$ cat src/rtl/mem_port_arbiter.sv
`default_nettype none
// +--------------------------------------------------------------------------+
// | mem_port_arbiter: fetch/data arbiter for one single-ported memory         |
// | Data-first priority with fetch starvation guard.  Rev 1.0                 |
// +--------------------------------------------------------------------------+
module mem_port_arbiter #(
  parameter int ADDR_W     = 8,
  parameter int DATA_W     = 32,
  parameter int STARVE_MAX = 3
) (
  input  logic              clk,
  input  logic              rst,
  input  logic              if_req,
  input  logic [ADDR_W-1:0] if_addr,
  output logic              if_gnt,
  output logic              if_rvalid,
  output logic [DATA_W-1:0] if_rdata,
  input  logic              d_req,
  input  logic              d_we,
  input  logic [ADDR_W-1:0] d_addr,
  input  logic [DATA_W-1:0] d_wdata,
  input  logic [2:0]        d_size,
  output logic              d_gnt,
  output logic              d_rvalid,
  output logic [DATA_W-1:0] d_rdata,
  output logic              mem_req,
  output logic              mem_we,
  output logic [ADDR_W-1:0] mem_addr,
  output logic [DATA_W-1:0] mem_wdata,
  output logic [2:0]        mem_size,
  input  logic              mem_ack,
  input  logic [DATA_W-1:0] mem_rdata,
  output logic              busy,
  output logic              err
);

  localparam logic [1:0] IDLE       = 2'd0;
  localparam logic [1:0] BUSY_IF    = 2'd1;
  localparam logic [1:0] BUSY_D     = 2'd2;
  localparam logic [3:0] STARVE_LIM = 4'(STARVE_MAX);
  localparam logic [2:0] SIZE_WORD  = 3'b010;

  logic [1:0]        state_q, state_d;
  logic [3:0]        starve_q, starve_d;
  logic              mem_req_q, mem_req_d;
  logic              mem_we_q, mem_we_d;
  logic [ADDR_W-1:0] mem_addr_q, mem_addr_d;
  logic [DATA_W-1:0] mem_wdata_q, mem_wdata_d;
  logic [2:0]        mem_size_q, mem_size_d;
  logic              if_rvalid_q, if_rvalid_d;
  logic              d_rvalid_q, d_rvalid_d;
  logic [DATA_W-1:0] if_rdata_q, if_rdata_d;
  logic [DATA_W-1:0] d_rdata_q, d_rdata_d;
  logic              err_q, err_d;
  logic              gnt_if, gnt_d;

  // Grants are combinational from the requests; forced low while in reset
  always_comb begin
    gnt_if = 1'b0;
    gnt_d  = 1'b0;
    if (state_q == IDLE && !rst) begin
      if (d_req && (starve_q < STARVE_LIM)) gnt_d  = 1'b1;
      else if (if_req)                      gnt_if = 1'b1;
      else if (d_req)                       gnt_d  = 1'b1;
    end
  end

  always_comb begin
    state_d     = state_q;
    starve_d    = starve_q;
    mem_req_d   = mem_req_q;
    mem_we_d    = mem_we_q;
    mem_addr_d  = mem_addr_q;
    mem_wdata_d = mem_wdata_q;
    mem_size_d  = mem_size_q;
    if_rvalid_d = 1'b0;
    d_rvalid_d  = 1'b0;
    if_rdata_d  = if_rdata_q;
    d_rdata_d   = d_rdata_q;
    err_d       = err_q;

    if (!if_req || gnt_if)                        starve_d = 4'd0;
    else if (gnt_d && (starve_q < STARVE_LIM))    starve_d = starve_q + 4'd1;

    if (gnt_if) begin
      state_d     = BUSY_IF;
      mem_req_d   = 1'b1;
      mem_we_d    = 1'b0;
      mem_addr_d  = if_addr;
      mem_wdata_d = '0;
      mem_size_d  = SIZE_WORD;
    end else if (gnt_d) begin
      state_d     = BUSY_D;
      mem_req_d   = 1'b1;
      mem_we_d    = d_we;
      mem_addr_d  = d_addr;
      mem_wdata_d = d_wdata;
      mem_size_d  = d_size;
    end

    if (mem_ack) begin
      if (state_q == IDLE) begin
        err_d = 1'b1;
      end else begin
        state_d   = IDLE;
        mem_req_d = 1'b0;
        if (state_q == BUSY_IF) begin
          if_rvalid_d = 1'b1;
          if_rdata_d  = mem_rdata;
        end else begin
          d_rvalid_d = 1'b1;
          if (!mem_we_q) d_rdata_d = mem_rdata;
        end
      end
    end
  end

  always_ff @(posedge clk or posedge rst) begin
    if (rst) begin
      state_q     <= IDLE;
      starve_q    <= 4'd0;
      mem_req_q   <= 1'b0;
      mem_we_q    <= 1'b0;
      mem_addr_q  <= '0;
      mem_wdata_q <= '0;
      mem_size_q  <= 3'd0;
      if_rvalid_q <= 1'b0;
      d_rvalid_q  <= 1'b0;
      if_rdata_q  <= '0;
      d_rdata_q   <= '0;
      err_q       <= 1'b0;
    end else begin
      state_q     <= state_d;
      starve_q    <= starve_d;
      mem_req_q   <= mem_req_d;
      mem_we_q    <= mem_we_d;
      mem_addr_q  <= mem_addr_d;
      mem_wdata_q <= mem_wdata_d;
      mem_size_q  <= mem_size_d;
      if_rvalid_q <= if_rvalid_d;
      d_rvalid_q  <= d_rvalid_d;
      if_rdata_q  <= if_rdata_d;
      d_rdata_q   <= d_rdata_d;
      err_q       <= err_d;
    end
  end

  assign if_gnt    = gnt_if;
  assign d_gnt     = gnt_d;
  assign if_rvalid = if_rvalid_q;
  assign if_rdata  = if_rdata_q;
  assign d_rvalid  = d_rvalid_q;
  assign d_rdata   = d_rdata_q;
  assign mem_req   = mem_req_q;
  assign mem_we    = mem_we_q;
  assign mem_addr  = mem_addr_q;
  assign mem_wdata = mem_wdata_q;
  assign mem_size  = mem_size_q;
  assign busy      = (state_q != IDLE);
  assign err       = err_q;

endmodule
`default_nettype wire

$ cat config.mk
export PLATFORM = sky130hd
export DESIGN_NAME = mem_port_arbiter
export DESIGN_NICKNAME = d
export VERILOG_FILES = /design/src/rtl/mem_port_arbiter.sv
export SDC_FILE = /design/constraint.sdc
export NUM_CORES = 1
export LEC_CHECK = 0
export BUFFER_PORTS_ARGS = -buffer_cell sky130_fd_sc_hd__clkbuf_2
export CORE_ASPECT_RATIO = 1.4
export CORE_UTILIZATION = 45
export CTS_BUF_LIST = sky130_fd_sc_hd__clkbuf_8 sky130_fd_sc_hd__clkbuf_16
export CTS_CLUSTER_SIZE = 10
export DETAILED_ROUTE_END_ITERATION = 8
export PLACE_DENSITY = 0.77
export SLEW_MARGIN = 30
export SYNTH_ARGS = -nofsm -noshare
export SYNTH_HDL_FRONTEND = slang
export SYNTH_SLANG_ARGS = --single-unit
$ cat constraint.sdc
create_clock -name clk -period 5.55 [get_ports clk]
set_input_delay 0.2775 -clock clk [delete_from_list [all_inputs] [get_ports clk]]
set_output_delay 0.2775 -clock clk [all_outputs]
set_load 0.1 [all_outputs]
## Yosys cells after proc, flatten, opt, wreduce, memory -nomap -nowiden

Cells that the tools add are included.

- Bits in registers: 118
- Logic and storage cells: 62
- Bits in read-only memories: 0
- Latch bits: 0
- RAM bits: 0
- Memories kept: 0
- Output and inout port bits: 115

- Muxes and demuxes: 31
- Reductions and logical operators: 13
- Eq/ne operators: 1
- Add/subtract/negate cells: 1
- $lt $le $gt $ge: 1
- Divide/modulo/power cells: 0
- Multipliers: 0
- Shift-type cells: 0
- Bitwise logic cells: 3

Operator list:

| kind | number |
|---|---|
| $mux W32 | 2 |
| $mux W1 | 19 |
| $mux W8 | 2 |
| $mux W2 | 4 |
| $mux W4 | 2 |
| $mux W3 | 2 |
| $reduce_bool A2 Y1 | 3 |
| $add A4 B1 Y4 const B | 1 |
| $lt A4 B2 Y1 const B | 1 |
| $reduce_and A4 Y1 | 1 |
| $logic_and A1 B1 Y1 | 3 |
| $not A1 Y1 | 3 |
| $reduce_and A3 Y1 | 1 |
| $eq A2 B1 Y1 const B | 1 |
| $logic_not A1 Y1 | 2 |
| $logic_not A2 Y1 | 1 |
| $reduce_and A2 Y1 | 1 |
| $logic_or A1 B1 Y1 | 1 |

## Longest topological paths before layout

- Depth after elaboration: 8
- Mapped depth: 6

## Worst setup path after synthesis

Ideal clock, no wire load.

- Path kind: register to register
- From: register starve_q[0]
- To: register state_q[0]
- Arrival: 1.916 ns
- Slack: 3.516 ns
- Clock period less this slack: 2.034 ns
- Cell stages (with the launch flop): 7
- Cell sequence: dfrtp_1 > ha_1 > or4b_4 > and3_1 > buf_6 > buf_2 > a21o_1

- Elaborated cells between the ends (all ways): 10
- Those cells by class: order compare: 1; mux: 8; reduce/logical: 1

RTL lines:

| item | line | RTL |
|---|---|---|
| start, declared | 44 | `logic [3:0] starve_q, starve_d;` |
| start signal, assigned | 134 | `starve_q <= starve_d;` |
| $lt A4 B2 Y1 (*) | 62 | `if (d_req && (starve_q < STARVE_LIM)) gnt_d = 1'b1;` |
| $logic_and A1 B1 Y1 (*) | 62 |  |
| $mux W1 (*) | 62 |  |
| $mux W1 (*) | 61 | `if (state_q == IDLE && !rst) begin` |
| via if_gnt | 15 | `output logic if_gnt,` |
| $mux W2 (*) | 85 | `if (gnt_if) begin` |
| $mux W2 | 102 | `if (state_q == IDLE) begin` |
| $mux W2 (*) | 101 | `if (mem_ack) begin` |
| via state_d[0] | 43 | `logic [1:0] state_q, state_d;` |
| end signal, assigned | 133 | `state_q <= state_d;` |
| end, declared | 43 |  |

Mark *: on every way through the listed nets, which the timed path passes. The rest lies on a longest branch.
A chain may end at the register's enable or synchronous reset.

## Worst setup path in the final report

- From: register state_q[1]
- To: output if_gnt

- Longest elaborated chain between the ends: 3

RTL lines:

| item | line |
|---|---|
| $logic_not A2 Y1 | 61 |
| $logic_and A1 B1 Y1 | 61 |
| $mux W1 | 61 |
| end, declared | 15 |

Every way passes these cells.

==> results.md <==
* Max H-tree Level at 4
* Area leader, netlist: dfrtp_1
* Post-synth top flop: dfrtp_1
* Dpl cell area at 0.00577 mm^2
* Post-CTS setup buffer count at 0
* GRT met2 Usage at between 30% and 40%
* Synth Warn # at 0
* Mapped Area at approximately 0.0047 mm^2
* Max clock buf depth at 2
* GPL Wtd Cong at between 0.7 and 0.8
* Post-DP HPWL at between 7000 and 8000 um
* Clk_lat worst skew at approximately 400 ps
* Final-report max-slew violation count at 0
* Crit path kind: flip-flop to output port
* IO Pins at about 200
* Worst-path clk slew at about 50 ps
* Req. time, crit path at between 5000 and 6000 ps
* Final TNS setup at 0 ps
* Dpl cells at 681
* Overall Global Routing Usage at between 20% and 30%
* Detail Route Antenna Nets at 0
* Final net count at 656
* Top delay family on crit path: buffers and inverters
* Tightest Pin Transition at roughly 760 ps
* CP cell instances: nor3_2 -> and3_1 -> buf_4 -> clkbuf_2
* Die Span Y at approximately 120 um
* Yosys top cell area share at between 60 and 70%
* Sequential area share after synthesis at 63.3%
* Largest net degree at the start of global routing at 69
* Initial core utilization at approximately 47%
* Max frequency at 354 MHz
* Critical path capture point type: output port
* CP startpoint kind: flip-flop
* # setup viols final at 0
* CP Buf/Inv Count at 2
* Top post-synthesis cells by area: dfrtp_1 (63%), mux2_2 (15%), nor3_1 (7.5%)
* Total grt overflow at 0
* Initial antenna violation count at 0
* Area grow syn2layout at 38.8%
* Die area at about 0.011 mm^2
* Final Hold Vio Count at 0
* Crit-path max cell delay at 540 ps
* Most common cell after layout, fill and taps aside: clkbuf_2
* Min Clock Period, post-route at 2820 ps
* Root Driver: clkbuf_16
* Async set-reset flop share out of synthesis at 100%
* WL final at 10600 um
* Core area at approximately 0.01 mm^2
* N_diodes at 0
* Commonest cells after routing, fill and taps aside: clkbuf_2 (203), dfrtp_1 (118), nor3_1 (70)
* Maxcap violations at 0
* GR Util met3 at between 7 and 8%
* CTS tree: done
* Max FO, Critical Path at 46
* Slew margin rel. at a little under 50%
* DRC at 0
* Final Skew at roughly 12 ps
* Port buffer count at roughly 200
* Syn Inst Count at ~360
* Reg2Reg Setup Slack at approximately 3500 ps
* Slowest library cell on the worst path: clkbuf_2
* Number of global-route vias before repair at approximately 3700
* DR iter-0 viols at between 100 and 150
* Global-route wire length before repair at roughly 17000 um
* WL per Instance at 14.8 um
* Post-CTS Hold Fix Bufs at 0
* DRT Pass-1 Iters at 4
* Setup repair after global routing missed its margin: false
* Unique cell type count in the Yosys netlist at 32
* #FFs+latches synth at between 100 and 150
* Status: finished clean
* Post-route cell area at approximately 0.0065 mm^2
* Number of synthesized flops with an enable pin at 0
* Arrival time at the worst endpoint at ~2500 ps
* Post-cts resize count at 0
* Vias per cell at between 5 and 6
* Die width at 88.0 um
* Vias post-DR at 3599
* Worst hold path class: input port to async pin
* Number of buffers created by CTS at 17
* Row count at 43
* Grt met1 use at between 20% and 30%
* Syn avg cell area at around 13 um^2
* Fill cells at roughly 780
* Clk sink count at around 120
* Busiest grt layer: met2
* Mapped Nets at between 400 and 500
* Fin cells at between 700 and 800
* Share of post-route cells with drive strength above 1 at between 50% and 60%
* Period utilization at between 50% and 60%
## path summary, 6_finish.rpt
path | endpoint | depth (start not counted) | startpoint
hold / removal | starve_q[1]$_DFFE_PP0P_ | 2 | rst
min in group clk | mem_addr[5]$_DFFE_PP0P_ | 2 | d_addr[5]
max in group asynchronous | mem_wdata[21]$_DFFE_PP0P_ | 4 | rst
hold reg to reg | err$_DFFE_PP0P_ | 1 | err$_DFFE_PP0P_
setup / recovery | if_gnt | 4 | state_q[1]$_DFF_PP0_
setup reg to reg | mem_size[1]$_DFFE_PP0P_ | 3 | state_q[1]$_DFF_PP0_
## kinds of logic after synthesis
| family | after synthesis | synth area share [%] |
|---|---|---|
| DFF | 118 | 63.3 |
| AOI/OAI and AO/OA | 25 | 4.43 |
| muxes | 64 | 15.5 |
| adders and majority gates | 1 | 0.268 |
| buffers and inverters | 30 | 3.01 |
| and+or+nand+nor | 124 | 13.5 |
## cell type report
cell class	instances	area [um^2]	share of cell area, %
clock buffer	19	453	7.00
clock inverter	13	219	3.38
inverter	5	21.3	0.329
multi-input combinational	214	1570	24.3
sequential	118	2950	45.6
tap	135	169	2.61
timing repair buffer	210	1090	16.8
## Yosys cell counts (3+ instances only)
cell and number:
dfrtp_1 118, nor3_1 70, mux2_2 63, nor2_1 35, a21boi_0 10, buf_2 10
clkbuf_1 10, a221o_1 8, inv_1 4, and3_1 3, buf_1 3, or3_1 3
## per-stage QoR
| step | setup slack, ps | utilization [%] | hold WS (ps) |
|---|---|---|---|
| 2_1_floorplan | 2140 | - | 362 |
| 6_report | 2730 | 64.7 | 37.7 |
| 3_5_place_dp | 3180 | 57.7 | 477 |
| 3_3_place_gp | 3200 | 57.7 | 455 |
| 4_1_cts | 2720 | 64.4 | 50.1 |
| 5_1_grt | 2590 | 64.7 | 97.0 |
## worst register-to-register path, stage by stage (launching register included)
cell and delay, ps:
dfrtp_1 470, or4b_2 1070, nor3b_1 320, a211o_1 130
## flip-flops by register name, indices dropped and copies added (netlist names)
signal     flops
mem_addr       8
starve_q       4
err            1
d_rdata       32
mem_req        1
mem_wdata     32
mem_size       3
mem_we         1
if_rdata      32
if_rvalid      1
state_q        2
d_rvalid       1
## layer usage
layer / part of all wire, % / wire length [um] / vias up
met3: 8.4 / 888 / 13
met5: 0 / 0 / -
met4: 1.5 / 155 / 0
li1: - / - / 1695
met2: 50 / 5280 / 153
met1: 40 / 4230 / 1738
Power is not shown: default switching activity piles up to over one toggle a cycle in this logic, so the estimate is an artifact.
